===== src/rtl/cpu_clock_ctrl.sv =====
// Front-panel CPU clock controller: programmable clock-enable divider with
// RUN / STOP / SINGLE-STEP control and ready-driven wait states.
module cpu_clock_ctrl #(
   parameter int unsigned WIDTH       = 16,
   parameter int unsigned DEFAULT_DIV = 25
) (
   input  logic             clk_in,
   input  logic             rst,
   input  logic             run_req,
   input  logic             stop_req,
   input  logic             step_req,
   input  logic             ready,
   input  logic             div_load,
   input  logic [WIDTH-1:0] div_value,
   output logic             ce,
   output logic             running,
   output logic             stepping,
   output logic [WIDTH-1:0] div_cur
);

   localparam logic [WIDTH-1:0] DIV_RST = WIDTH'(DEFAULT_DIV);
   localparam logic [WIDTH-1:0] ONE     = WIDTH'(1);

   typedef enum logic [1:0] {
      ST_STOP = 2'd0,
      ST_RUN  = 2'd1,
      ST_STEP = 2'd2
   } state_t;

   state_t           state_q, state_d;
   logic [WIDTH-1:0] cnt_q, cnt_d;
   logic [WIDTH-1:0] div_cur_q, div_cur_d;
   logic [WIDTH-1:0] pend_q, pend_d;
   logic             ce_q, ce_d;

   logic [WIDTH-1:0] load_val;
   logic [WIDTH-1:0] pend_next;
   logic             at_end;
   logic             wrap;

   always_comb begin
      state_d   = state_q;
      cnt_d     = cnt_q;
      div_cur_d = div_cur_q;
      ce_d      = 1'b0;

      // A zero divisor would never wrap; treat it as divide-by-one.
      load_val  = (div_value == '0) ? ONE : div_value;
      pend_next = div_load ? load_val : pend_q;
      pend_d    = pend_next;

      at_end = (cnt_q == div_cur_q - ONE);
      wrap   = at_end && ready;

      unique case (state_q)
         ST_STOP: begin
            cnt_d     = '0;
            div_cur_d = pend_next;
            if (!stop_req) begin
               if (run_req)       state_d = ST_RUN;
               else if (step_req) state_d = ST_STEP;
            end
         end
         ST_RUN, ST_STEP: begin
            if (stop_req) begin
               state_d = ST_STOP;
               cnt_d   = '0;
            end else if (wrap) begin
               // Divisor swaps only on a wrap so no period is cut short.
               ce_d      = 1'b1;
               cnt_d     = '0;
               div_cur_d = pend_next;
               if (state_q == ST_STEP) state_d = ST_STOP;
            end else if (!at_end) begin
               cnt_d = cnt_q + ONE;
            end
         end
         default: begin
            state_d = ST_STOP;
            cnt_d   = '0;
         end
      endcase
   end

   always_ff @(posedge clk_in) begin
      if (rst) begin
         state_q   <= ST_STOP;
         cnt_q     <= '0;
         ce_q      <= 1'b0;
         div_cur_q <= DIV_RST;
         pend_q    <= DIV_RST;
      end else begin
         state_q   <= state_d;
         cnt_q     <= cnt_d;
         ce_q      <= ce_d;
         div_cur_q <= div_cur_d;
         pend_q    <= pend_d;
      end
   end

   assign ce       = ce_q;
   assign running  = (state_q == ST_RUN);
   assign stepping = (state_q == ST_STEP);
   assign div_cur  = div_cur_q;

endmodule


===== config.mk =====
export PLATFORM = sky130hd
export DESIGN_NAME = cpu_clock_ctrl
export DESIGN_NICKNAME = d
export VERILOG_FILES = /design/src/rtl/cpu_clock_ctrl.sv
export SDC_FILE = /design/constraint.sdc
export NUM_CORES = 1
export LEC_CHECK = 0
export ABC_AREA = 1
export CAP_MARGIN = 20
export CORE_MARGIN = 5
export CORE_UTILIZATION = 50
export CTS_CLUSTER_DIAMETER = 30
export CTS_CLUSTER_SIZE = 30
export DETAILED_ROUTE_END_ITERATION = 6
export GPL_TIMING_DRIVEN = 0
export HOLD_SLACK_MARGIN = 0.06
export PLACE_DENSITY = 0.74
export SYNTH_ARGS = -nofsm -noshare
export SYNTH_HDL_FRONTEND = slang
export SYNTH_SLANG_ARGS = --single-unit
export TNS_END_PERCENT = 10

===== constraint.sdc =====
create_clock -name clk_in -period 2.05 [get_ports clk_in]
set_input_delay 0.41 -clock clk_in [delete_from_list [all_inputs] [get_ports clk_in]]
set_output_delay 0.41 -clock clk_in [all_outputs]
set_load 0.05 [all_outputs]

-- After elaboration in Yosys (flattened, before gate mapping)
Cells that the tools add are included.
- add/subtract/negate cells: 2
- eq/ne operators: 9
- mux-type cells: 13
- bitwise logic cells: 1
- reduce and logical (&&, ||, !) cells: 9
- operator list (cell ; count):
    $mux W16 ; 4
    $pmux W16 S2 ; 1
    $add A16 B1 Y16 const B ; 1
    $eq A16 B16 Y1 ; 1
    $logic_not A16 Y1 ; 1
    $sub A16 B1 Y16 const B ; 1
    $mux W2 ; 6
    $ne A3 B3 Y1 const B ; 3
    $ne A2 B2 Y1 const B ; 3
    $pmux W2 S2 ; 1
    $reduce_and A4 Y1 ; 1
    $reduce_or A4 Y1 ; 1
    $reduce_and A3 Y1 ; 1
    $reduce_or A3 Y1 ; 1
    $eq A2 B1 Y1 const B ; 1
    $eq A2 B2 Y1 const B ; 1
    $logic_not A2 Y1 ; 1
    $reduce_bool A2 Y1 ; 1
    $reduce_or A2 Y1 ; 1
    $logic_and A1 B1 Y1 ; 1
    $mux W1 ; 1
    $not A1 Y1 ; 1
- register bits: 51
- bits of input ports: 23
- output and inout bits: 19
- logic and storage cells: 39

-- Logic depth before layout (Yosys ltp)
Gate-level depths: netlist of run 1.
- depth after elaboration: 6
- depth in mapped cells: 17
- mapped depth without buffers: 17

-- Worst setup path before layout of run 1
OpenSTA, ideal clock, no wires.
- kind: register -> register
- start: reg div_cur_q[0] (netlist: div_cur[0])
- end: reg div_cur_q[10] (netlist: div_cur[10])
- library setup time: 0.115 ns
- data arrival time: 2.271 ns
- data required time: 1.935 ns
- slack: -0.336 ns
- stages on the path, launching flop included: 16
- buffers on the path: 1
- period minus slack after synthesis: 2.386 ns
- cells stage by stage: dfxtp_1 > inv_1 > ha_1 > nand2_2 > nor2_4 > nand2_1 > nand2_1 > nand2_1 > nand2_1 > nor2_1 > nand3_1 > nor2_2 > nand3_2 > buf_2 > a21oi_1 > nor2_1
- longest elaborated chain between the ends: 5
- ends and longest elaborated chain (what ; line ; text):
    from (decl) ; 32 ; logic [WIDTH-1:0] div_cur_q, div_cur_d;
    from (signal assigned) ; 96 ; div_cur_q <= div_cur_d;
    $sub A16 B1 Y16 ; 52 ; at_end = (cnt_q == div_cur_q - ONE);
    $eq A16 B16 Y1 ; 52 ;
    $logic_and A1 B1 Y1 ; 53 ; wrap = at_end && ready;
    $ne A2 B2 Y1 (no source line) ; - ;
    $reduce_and A3 Y1 (no source line) ; - ;
No other way between the ends.
A chain may end at the register's enable or synchronous reset.

-- Worst setup path after layout of run 1
- start: reg div_cur_q[3] (netlist: div_cur[3])
- end: reg div_cur_q[7] (netlist: div_cur[7])
Same word-level chain as after synthesis.

==> flow_summary.ini, run 1 <==
[floorplanning]
die_w_um = 91.1
core_area_mm2 = 0.00639
die_area_mm2 = 0.00830
starting_density = 0.515
placementRows = 29
num_io_pins = 42
die_y_um = 91.1

[yosys]
synth.distinct_cells = 30
netlist_instances = 521
mappedNetlistArea_mm2 = 0.00329
postSynthNetCount = 549
postSynthRegisterBits = 51
synthesis.area_per_instance_um2 = 6.31
synth_sequential_area_ratio = 0.311
yosys_warnings = 0

[route]
drt.antenna.violating_nets = 0
detail_route.drc_violations = 0
average_wire_per_cell_in_the_routed_design_um = 13.9
drt-vias-per-instance = 5.33
drtIter0Drc = 238
wirelength_mm = 9.19
drt-pass1-iter-count = 6
dr_total_vias = 3525

[timing]
finalMaxSlewViolations = 0
tightestPinTransition_ps = 511
fin_crit_ps = 2170
timing.final.setup_violations = 34
layout_worst_path_cycle_share = 1.06
finalClockSkew_ps = 8.97
rsz0062_at_grt = yes
relSlewSlack = 0.660
fmax_mhz = 461
setup_ws_ps = -120
finalHoldViolations = 0

[global_routing]
grt_pass1_vias = 3223
grt_remaining_overflow = 0
globalRouteTotalUtil = 0.214
initial_antenna_violation_count = 0
largest_net_degree_at_the_start_of_global_routing = 18
grt_pass1_wl_mm = 14.9

[clock_network]
ctsHtreeMaxLevel = 2
cts_buffers = 5
tritoncts = yes
post_cts_hold_buffer_count = 0
clk_path_buf_depth = 2
clkLatencyLatePin_ps = 310
cts-root-buf = clkbuf_8
clock_sink_count = 51
clk_pin_slew_ps = 100

[flow_run]
drv_cap = 0

[place]
placement.setup.worst_slack_ps = -301
count_of_buffers_inserted_at_the_top_level_ports = 40
place.gp.congestion = 0.904
hpwl_mm = 6.73
dpl-instance-area_mm2 = 0.00381

[pwr]
power.density_cell_area_mw_per_mm2 = 1110
power_switching_share = 0.497
sequentialPowerShare = 0.290
p_comb_frac = 0.582
internal_power_mw = 2.36
max-vdd-ir-drop_uv = 1000
power.net_switching_mw = 2.33
power.clock.fraction = 0.128
power_leakage_nw = 1.84

[layout]
final_nets = 611
layout-drive-gt1-share = 0.161
final_cell_mix = 149 x nand2_1, 51 x nor2_1, 48 x inv_1, 45 x nand3_1, 42 x dfxtp_1
postLayoutCellArea_mm2 = 0.00421
layout.core_utilization = 0.659
synthToLayoutAreaGrowth_pct = 28.1
n_fill_cell = 574
most_common_library_cell_in_the_layout_ignoring_fill_and_taps = nand2_1
antenna_cells = 0

[critical_path]
crit_path_max_fanout = 7
path_class = flop to flop
critPathLaunchType = flop
crit_path_end_kind = flop
cp.arrival_ps = 2370
worst_path_required_ps = 2250

[status]
violations_in_the_final_reports = setup timing
outcome = finished, violations left

[worst_hold_path]
tightest_hold_check_type = flop to flop
[registers in the layout (all words and copies together) (netlist names)]
register / count
state_q: 2
ce: 1
pend_q: 16
cnt_q: 16
div_cur: 16
[worst max-delay path, cell delays in order, from the launching register on]
cell     delay, ps
dfxtp_2        340
buf_6          130
nor2_2         130
nand2_1        100
nor2_4         180
nand2_1         80
nand2_1         60
nand2_1         90
nor2_1         140
nand3_2        120
nor2_4         160
nand3_4        140
buf_4          200
a21oi_1        130
nor2_1          60
[cell type report]
cell class	count	area (um2)	area share
inverters	53	201	0.0478
well taps	77	96.3	0.0229
clock buffers	5	68.8	0.0163
clock inverters	3	22.5	0.00535
multi-input cells	397	2120	0.503
repair buffers	56	537	0.127
flip-flops and latches	51	1040	0.246
plain buffers	19	130	0.0309
[Yosys cell counts]
| cell | number | area share |
|---|---|---|
| xnor2_1 | 8 | 0.021 |
| o21ai_2 | 1 | 0.0027 |
| inv_2 | 2 | 0.0023 |
| o31a_1 | 1 | 0.0027 |
| clkbuf_1 | 9 | 0.010 |
| ha_1 | 5 | 0.019 |
| nor2_1 | 61 | 0.070 |
| nand2_2 | 4 | 0.0076 |
| o21ai_0 | 5 | 0.0076 |
| nand3b_1 | 4 | 0.0091 |
| buf_6 | 4 | 0.014 |
| nor3_1 | 8 | 0.012 |
| o21ai_1 | 1 | 0.0015 |
| nor2_8 | 1 | 0.0061 |
| buf_2 | 5 | 0.0076 |
| nand3_1 | 49 | 0.075 |
| clkinv_1 | 1 | 0.0011 |
| nand3_2 | 3 | 0.0091 |
| buf_1 | 2 | 0.0023 |
| nand4_1 | 14 | 0.027 |
| nand2_1 | 158 | 0.18 |
| or2_2 | 1 | 0.0019 |
| a21oi_1 | 44 | 0.067 |
| dfxtp_1 | 51 | 0.31 |
| xor2_1 | 17 | 0.045 |
| inv_1 | 50 | 0.057 |
| nor2_4 | 3 | 0.010 |
| xor2_2 | 1 | 0.0049 |
| nor4_1 | 4 | 0.0076 |
| nor2_2 | 4 | 0.0076 |
[layer usage]
layer  GRT usage  share of wire  wire (um)
met5           0              0          0
met4      0.0672          0.022        198
met3      0.0339          0.069        632
met2       0.325           0.44       4010
met1       0.311           0.47       4350
[final timing paths]
path | start | end | slack [ps] | depth (start not counted)
worst max-delay path | div_cur[3] | div_cur[7] | -120 | 14
worst min-delay path | pend_q[3] | pend_q[3] | 460 | 2
worst max register to register | div_cur[3] | div_cur[7] | -120 | 14
worst min register to register | pend_q[3] | pend_q[3] | 460 | 2
[kinds of logic (layout without fill, tap and decap cells)]
kind of cell / Yosys count / count (layout) / synth area share
simple gates: 314 / 314 / 0.423
buf+inv: 73 / 136 / 0.0944
compound gates: 52 / 52 / 0.0815
flops: 51 / 51 / 0.311
xor+xnor: 26 / 26 / 0.0716
fa+ha+maj: 5 / 5 / 0.0190
[metrics by stage]
step	power, mW	cells	hold slack (ps)	TNS [ps]
detailed placement	3.82	638	442	-7970
finish	4.70	661	463	-2480
CTS	4.55	655	465	-497
global route	5.06	661	501	-7700
global placement	3.78	638	437	-7280
floorplan	3.19	521	424	0
[power groups by stage]
stage	Clock [mW]	Sequential, mW	Combinational (mW)
finish	0.601	1.36	2.73
global route	0.661	1.38	3.02
CTS	0.615	1.36	2.58
detailed placement	0	1.37	2.46
global placement	0	1.36	2.41
floorplan	0	1.68	1.51
[timing repair]
| item | in CTS | in global routing |
|---|---|---|
| buffers inserted | 6 | 5 |
| setup endpoints to repair | 39 | 37 |
| pin swaps | 6 | 3 |
| gates resized for setup | 30 | 28 |
| gates cloned | 3 | 2 |
Power figures use the tool's default switching activity.
==> inputs of run 2 (changes only) <==
--- a/config.mk
+++ b/config.mk
@@ -8,13 +8,13 @@
 export ABC_AREA = 1
 export CAP_MARGIN = 20
 export CORE_MARGIN = 5
-export CORE_UTILIZATION = 50
+export CORE_UTILIZATION = 40
 export CTS_CLUSTER_DIAMETER = 30
 export CTS_CLUSTER_SIZE = 30
 export DETAILED_ROUTE_END_ITERATION = 6
 export GPL_TIMING_DRIVEN = 0
 export HOLD_SLACK_MARGIN = 0.06
-export PLACE_DENSITY = 0.74
+export PLACE_DENSITY = 0.61
 export SYNTH_ARGS = -nofsm -noshare
 export SYNTH_HDL_FRONTEND = slang
 export SYNTH_SLANG_ARGS = --single-unit
==> run 2 against run 1 <==
  * The run still ends with setup timing left
  * Clock-buffer cell count is the same
  * Highest routed layer unchanged
  * Worst hold slack worse by 1.4 ps
  * Critical path type unchanged
  * Critical path depth did not move
  * Maximum frequency rose by 2.7%
  * Flip-flop and latch count unchanged
  * Global-route usage down 3.6 points
  * Register-to-register slack improved by 60 ps
  * Wire length down 5.3%
  * Via count shrank 5.2%
==> flow_summary.ini, run 2 (synthesis results as in run 1) <==
[place]
placement.setup.worst_slack_ps = -310
dpl-instance-area_mm2 = 0.00384
numPlacedInstances = 666
place.gp.congestion = 0.925
hpwl_mm = 6.96
count_of_buffers_inserted_at_the_top_level_ports = 40

[critical_path]
crit_path_end_kind = flop
cp.arrival_ps = 2330
critical-path-top-delay-family = simple AND/OR/NAND/NOR gates
worst_path_required_ps = 2270
slowest_stage_cell_cp = dfxtp_4
crit_path_max_fanout = 10
timing.critical_path.slowest_cell_delay_ps = 390
path_class = flop to flop
cp_cell_sequence = inv_4, ha_4, inv_1, nand2_1, nand4_1, a21oi_1, nand3_1, nor2_1, nand2_1, nor2_4, nand3_4, buf_6, a21oi_1, nor2_1
critPathLaunchType = flop
path_buf_inv = 3

[floorplanning]
starting_density = 0.406
die_area_mm2 = 0.0101
core_area_mm2 = 0.00809
num_io_pins = 42
die_w_um = 101
placementRows = 33
die_y_um = 101

[route]
detail_route.drc_violations = 0
average_wire_per_cell_in_the_routed_design_um = 12.8
wirelength_mm = 8.70
drt-pass1-iter-count = 4
drtIter0Drc = 127
dr_total_vias = 3341
drt.antenna.violating_nets = 0
drt-vias-per-instance = 4.92

[pwr]
power.density_cell_area_mw_per_mm2 = 1110
power.net_switching_mw = 2.29
power_leakage_nw = 1.83
power_switching_share = 0.495
power.clock.fraction = 0.135
overall_power_mw = 4.62
p_comb_frac = 0.572
sequentialPowerShare = 0.293
max-vdd-ir-drop_uv = 532
internal_power_mw = 2.33

[clock_network]
post_cts_hold_buffer_count = 0
clkLatencyLatePin_ps = 320
clk_path_buf_depth = 2
cts-root-buf = clkbuf_8
ctsHtreeMaxLevel = 2
tritoncts = yes
clk_pin_slew_ps = 110
cts_buffers = 5
clock_sink_count = 51

[timing]
fmax_mhz = 473
finalClockSkew_ps = 8.10
relSlewSlack = 0.656
tightestPinTransition_ps = 515
finalHoldViolations = 0
layout_worst_path_cycle_share = 1.03
timing.final.setup_violations = 26
setup_ws_ps = -63.7
rsz0062_at_grt = yes
finalMaxSlewViolations = 0
fin_crit_ps = 2110

[global_routing]
globalRouteTotalUtil = 0.179
grt_pass1_vias = 3203
grt_remaining_overflow = 0
initial_antenna_violation_count = 0
grt_pass1_wl_mm = 14.8
largest_net_degree_at_the_start_of_global_routing = 18

[layout]
register_area_mm2 = 0.00104
postLayoutCellArea_mm2 = 0.00415
layout.cells.non_filler = 679
n_fill_cell = 848
final_cell_mix = 151 x nand2_1, 55 x nor2_1, 48 x inv_1, 46 x nand3_1, 43 x dfxtp_1
most_common_library_cell_in_the_layout_ignoring_fill_and_taps = nand2_1
final_nets = 601
layout-drive-gt1-share = 0.132
antenna_cells = 0
multi_input_area_mm2 = 0.00209
synthToLayoutAreaGrowth_pct = 26.2

[status]
violations_in_the_final_reports = setup timing
outcome = finished, violations left

[worst_hold_path]
tightest_hold_check_type = flop to flop

[flow_run]
drv_cap = 0
## run 2: worst min-delay path, cell delays in order, from the launching register on
cell	delay, ps
dfxtp_1	320
nand2_1	60
nand3_1	60
## run 2: final timing paths
| check | startpoint | to | slack, ps | cells after the start |
|---|---|---|---|---|
| min | pend_q[4] | pend_q[4] | 460 | 2 |
| min reg2reg | pend_q[4] | pend_q[4] | 460 | 2 |
| max | div_cur[0] | div_cur[2] | -60 | 14 |
| max reg2reg | div_cur[0] | div_cur[2] | -60 | 14 |
## run 2: what timing repair did
item / CTS / global route
setup endpoints to repair: 37 / 39
buffers inserted: 5 / 1
pin swaps: 10 / 4
gates resized for setup: 33 / 12
## run 2: through the flow
stage / utilization / setup TNS, ps / hold WS [ps]
global route: 0.512 / -6840 / 476
floorplan: - / 0 / 424
detailed placement: 0.475 / -8960 / 439
global placement: 0.475 / -8540 / 434
finish: 0.512 / -591 / 461
CTS: 0.507 / -733 / 464
## run 2: routing by layer
metal | up-vias | track usage | wire (um)
met5 | - | 0 | 0
met2 | 69 | 0.320 | 4390
met4 | 0 | 0.0446 | 108
met1 | 1495 | 0.221 | 3830
met3 | 10 | 0.0298 | 372
li1 | 1767 | - | -
## run 2: layout make-up
cell class                      count  share of cell area
Clock buffer                        5              0.0166
Inverter                           53              0.0486
Buffer                             19              0.0314
Clock inverter                      3             0.00543
Sequential cell                    51               0.250
Multi-Input combinational cell    397               0.504
Timing Repair Buffer               46               0.112
Tap cell                          105              0.0317
## run 2: power by group through the flow
stage	clock, mW	combinational [mW]	sequential, mW
2_1_floorplan	0	1.51	1.68
3_3_place_gp	0	2.45	1.36
3_5_place_dp	0	2.47	1.36
4_1_cts	0.633	2.61	1.36
5_1_grt	0.666	2.95	1.38
6_report	0.625	2.64	1.35
==> inputs of run 3 (changes only) <==
--- a/config.mk
+++ b/config.mk
@@ -6,6 +6,7 @@
 export NUM_CORES = 1
 export LEC_CHECK = 0
 export ABC_AREA = 1
+export ABC_CLOCK_PERIOD_IN_PS = 2050
 export CAP_MARGIN = 20
 export CORE_MARGIN = 5
 export CORE_UTILIZATION = 40
@@ -15,6 +16,7 @@
 export GPL_TIMING_DRIVEN = 0
 export HOLD_SLACK_MARGIN = 0.06
 export PLACE_DENSITY = 0.61
+export REMOVE_ABC_BUFFERS = 1
 export SYNTH_ARGS = -nofsm -noshare
 export SYNTH_HDL_FRONTEND = slang
 export SYNTH_SLANG_ARGS = --single-unit
==> run 3 against run 2 <==
  * The flow still finishes with violations (setup timing)
  * Sequential share of layout area fell by 0.60 points
  * Worst hold slack improved by 2.6 ps
  * Via count rose by 1.1%
  * Critical endpoint is now div_cur[1]
  * Largest power group unchanged
  * Highest routed layer unchanged
==> flow_summary.ini, run 3 (synthesis results as in run 1) <==
[pwr]
power_leakage_nw = 1.85
p_comb_frac = 0.584
power.clock.fraction = 0.132
power.density_cell_area_mw_per_mm2 = 1130
sequentialPowerShare = 0.284
max-vdd-ir-drop_uv = 558
internal_power_mw = 2.41
power_switching_share = 0.499
power.net_switching_mw = 2.40
overall_power_mw = 4.81

[critical_path]
worst_path_required_ps = 2270
cp.arrival_ps = 2360
critPathLaunchType = flop
timing.critical_path.slowest_cell_delay_ps = 380
path_class = flop to flop
crit_path_max_fanout = 8
timing.reg2reg.worst_path_depth = 16
timing.rr.end = div_cur[1]
slowest_stage_cell_cp = dfxtp_4
r2r_slack_ps = -100
cp_common_cell = nand2_2
crit_path_end_kind = flop
cp_cell_sequence = inv_6, ha_4, inv_1, nand2_2, nand2_1, nand2_2, nand2_2, a21oi_2, nand3_1, nor2_1, nand2_1, nor2_4, buf_6, nand3_4, a21oi_2, nor2_1
beginning_of_the_worst_register_to_register_path = div_cur[0]

[floorplanning]
core_area_mm2 = 0.00809
num_io_pins = 42
die_y_um = 101
placementRows = 33
die_area_mm2 = 0.0101
die_w_um = 101
starting_density = 0.406

[timing]
tightestPinTransition_ps = 710
fin_setup_tns_ps = -925
setup_ws_ps = -96.2
fin_crit_ps = 2150
finalHoldViolations = 0
final.hold.worst_slack_ps = 464
fmax_mhz = 466
finalMaxSlewViolations = 0
timing.final.setup_violations = 16
relSlewSlack = 0.526
finalClockSkew_ps = 12.3
layout_worst_path_cycle_share = 1.05
rsz0062_at_grt = yes

[clock_network]
clk_path_buf_depth = 2
clk_pin_slew_ps = 100
cts-root-buf = clkbuf_8
clock_sink_count = 51
ctsHtreeMaxLevel = 2
post_cts_hold_buffer_count = 0
clkLatencyLatePin_ps = 320
tritoncts = yes
cts_buffers = 5

[route]
average_wire_per_cell_in_the_routed_design_um = 13.4
detail_route.drc_violations = 0
drt.antenna.violating_nets = 0
dr_total_vias = 3378
drt-vias-per-instance = 4.99
wirelength_mm = 9.04
drtIter0Drc = 105
drt-pass1-iter-count = 5

[global_routing]
initial_antenna_violation_count = 0
globalRouteTotalUtil = 0.182
grt_pass1_wl_mm = 14.9
largest_net_degree_at_the_start_of_global_routing = 31
grt_remaining_overflow = 0
grt_pass1_vias = 3185

[place]
numPlacedInstances = 649
count_of_buffers_inserted_at_the_top_level_ports = 41
dpl-instance-area_mm2 = 0.00373
placement.setup.worst_slack_ps = -1180
hpwl_mm = 6.25
place.gp.congestion = 0.849

[layout]
postLayoutCellArea_mm2 = 0.00425
layout.cells.non_filler = 677
synthToLayoutAreaGrowth_pct = 29.3
final_nets = 599
layout-drive-gt1-share = 0.171
most_common_library_cell_in_the_layout_ignoring_fill_and_taps = nand2_1
n_fill_cell = 839
final_cell_mix = 148 x nand2_1, 52 x nor2_1, 47 x inv_1, 43 x dfxtp_1, 41 x nand3_1
layout.core_utilization = 0.525
antenna_cells = 0

[worst_hold_path]
hold_start = pend_q[4]
tightest_hold_check_type = flop to flop
worstHoldPathCells = 2
worst_hold_end = pend_q[4]

[status]
outcome = finished, violations left
violations_in_the_final_reports = setup timing

[flow_run]
drv_cap = 0
==> run 3: repair_timing <==
item                                    4_1_cts  5_1_grt
pin swaps                                    17       21
endpoints found under the setup margin       42       39
gates cloned                                  5        0
buffers inserted                             11        4
resized for setup                            62       24
==> run 3: how the worst max path moves through the flow <==
stage	startpoint	end	slack, ps	depth (start not counted)
2_1_floorplan	div_cur[0]	cnt_q[0]	-910	12
3_3_place_gp	div_cur[0]	cnt_q[6]	-1370	12
3_5_place_dp	div_cur[0]	cnt_q[13]	-1180	15
4_1_cts	div_cur[0]	div_cur[0]	-70	17
5_1_grt	div_cur[0]	div_cur[13]	-290	16
6_report	div_cur[0]	div_cur[1]	-100	16
==> run 3: power groups by stage <==
stage | combinational, mW | sequential, mW | clock [mW]
2_1_floorplan | 1.42 | 1.67 | 0
3_3_place_gp | 2.33 | 1.35 | 0
3_5_place_dp | 2.39 | 1.35 | 0
4_1_cts | 2.71 | 1.36 | 0.654
5_1_grt | 3.08 | 1.39 | 0.693
6_report | 2.81 | 1.37 | 0.633
==> run 3: area by class of cell <==
| class | count | area (um2) | area share |
|---|---|---|---|
| sequential | 51 | 1040 | 0.244 |
| multi-input combinational | 401 | 2220 | 0.522 |
| clock buffer | 5 | 68.8 | 0.0162 |
| timing repair buffer | 58 | 561 | 0.132 |
| clock inverter | 3 | 22.5 | 0.00530 |
| tap | 105 | 131 | 0.0309 |
| timing repair inverter | 1 | 5.00 | 0.00118 |
| inverter | 53 | 208 | 0.0489 |
==> run 3: worst max-delay path: cells and delay by family (launching register included) <==
family | cells | cell delay, ps
and+or+nand+nor | 10 | 940
buffers and inverters | 3 | 260
DFF | 1 | 380
AOI/OAI and AO/OA | 2 | 310
adders and majority gates | 1 | 160
==> run 3: layer usage <==
metal | track usage | share of wire
met1 | 0.234 | 0.46
met2 | 0.318 | 0.49
met3 | 0.0298 | 0.045
met4 | 0.0415 | 0.0088
met5 | 0 | 0
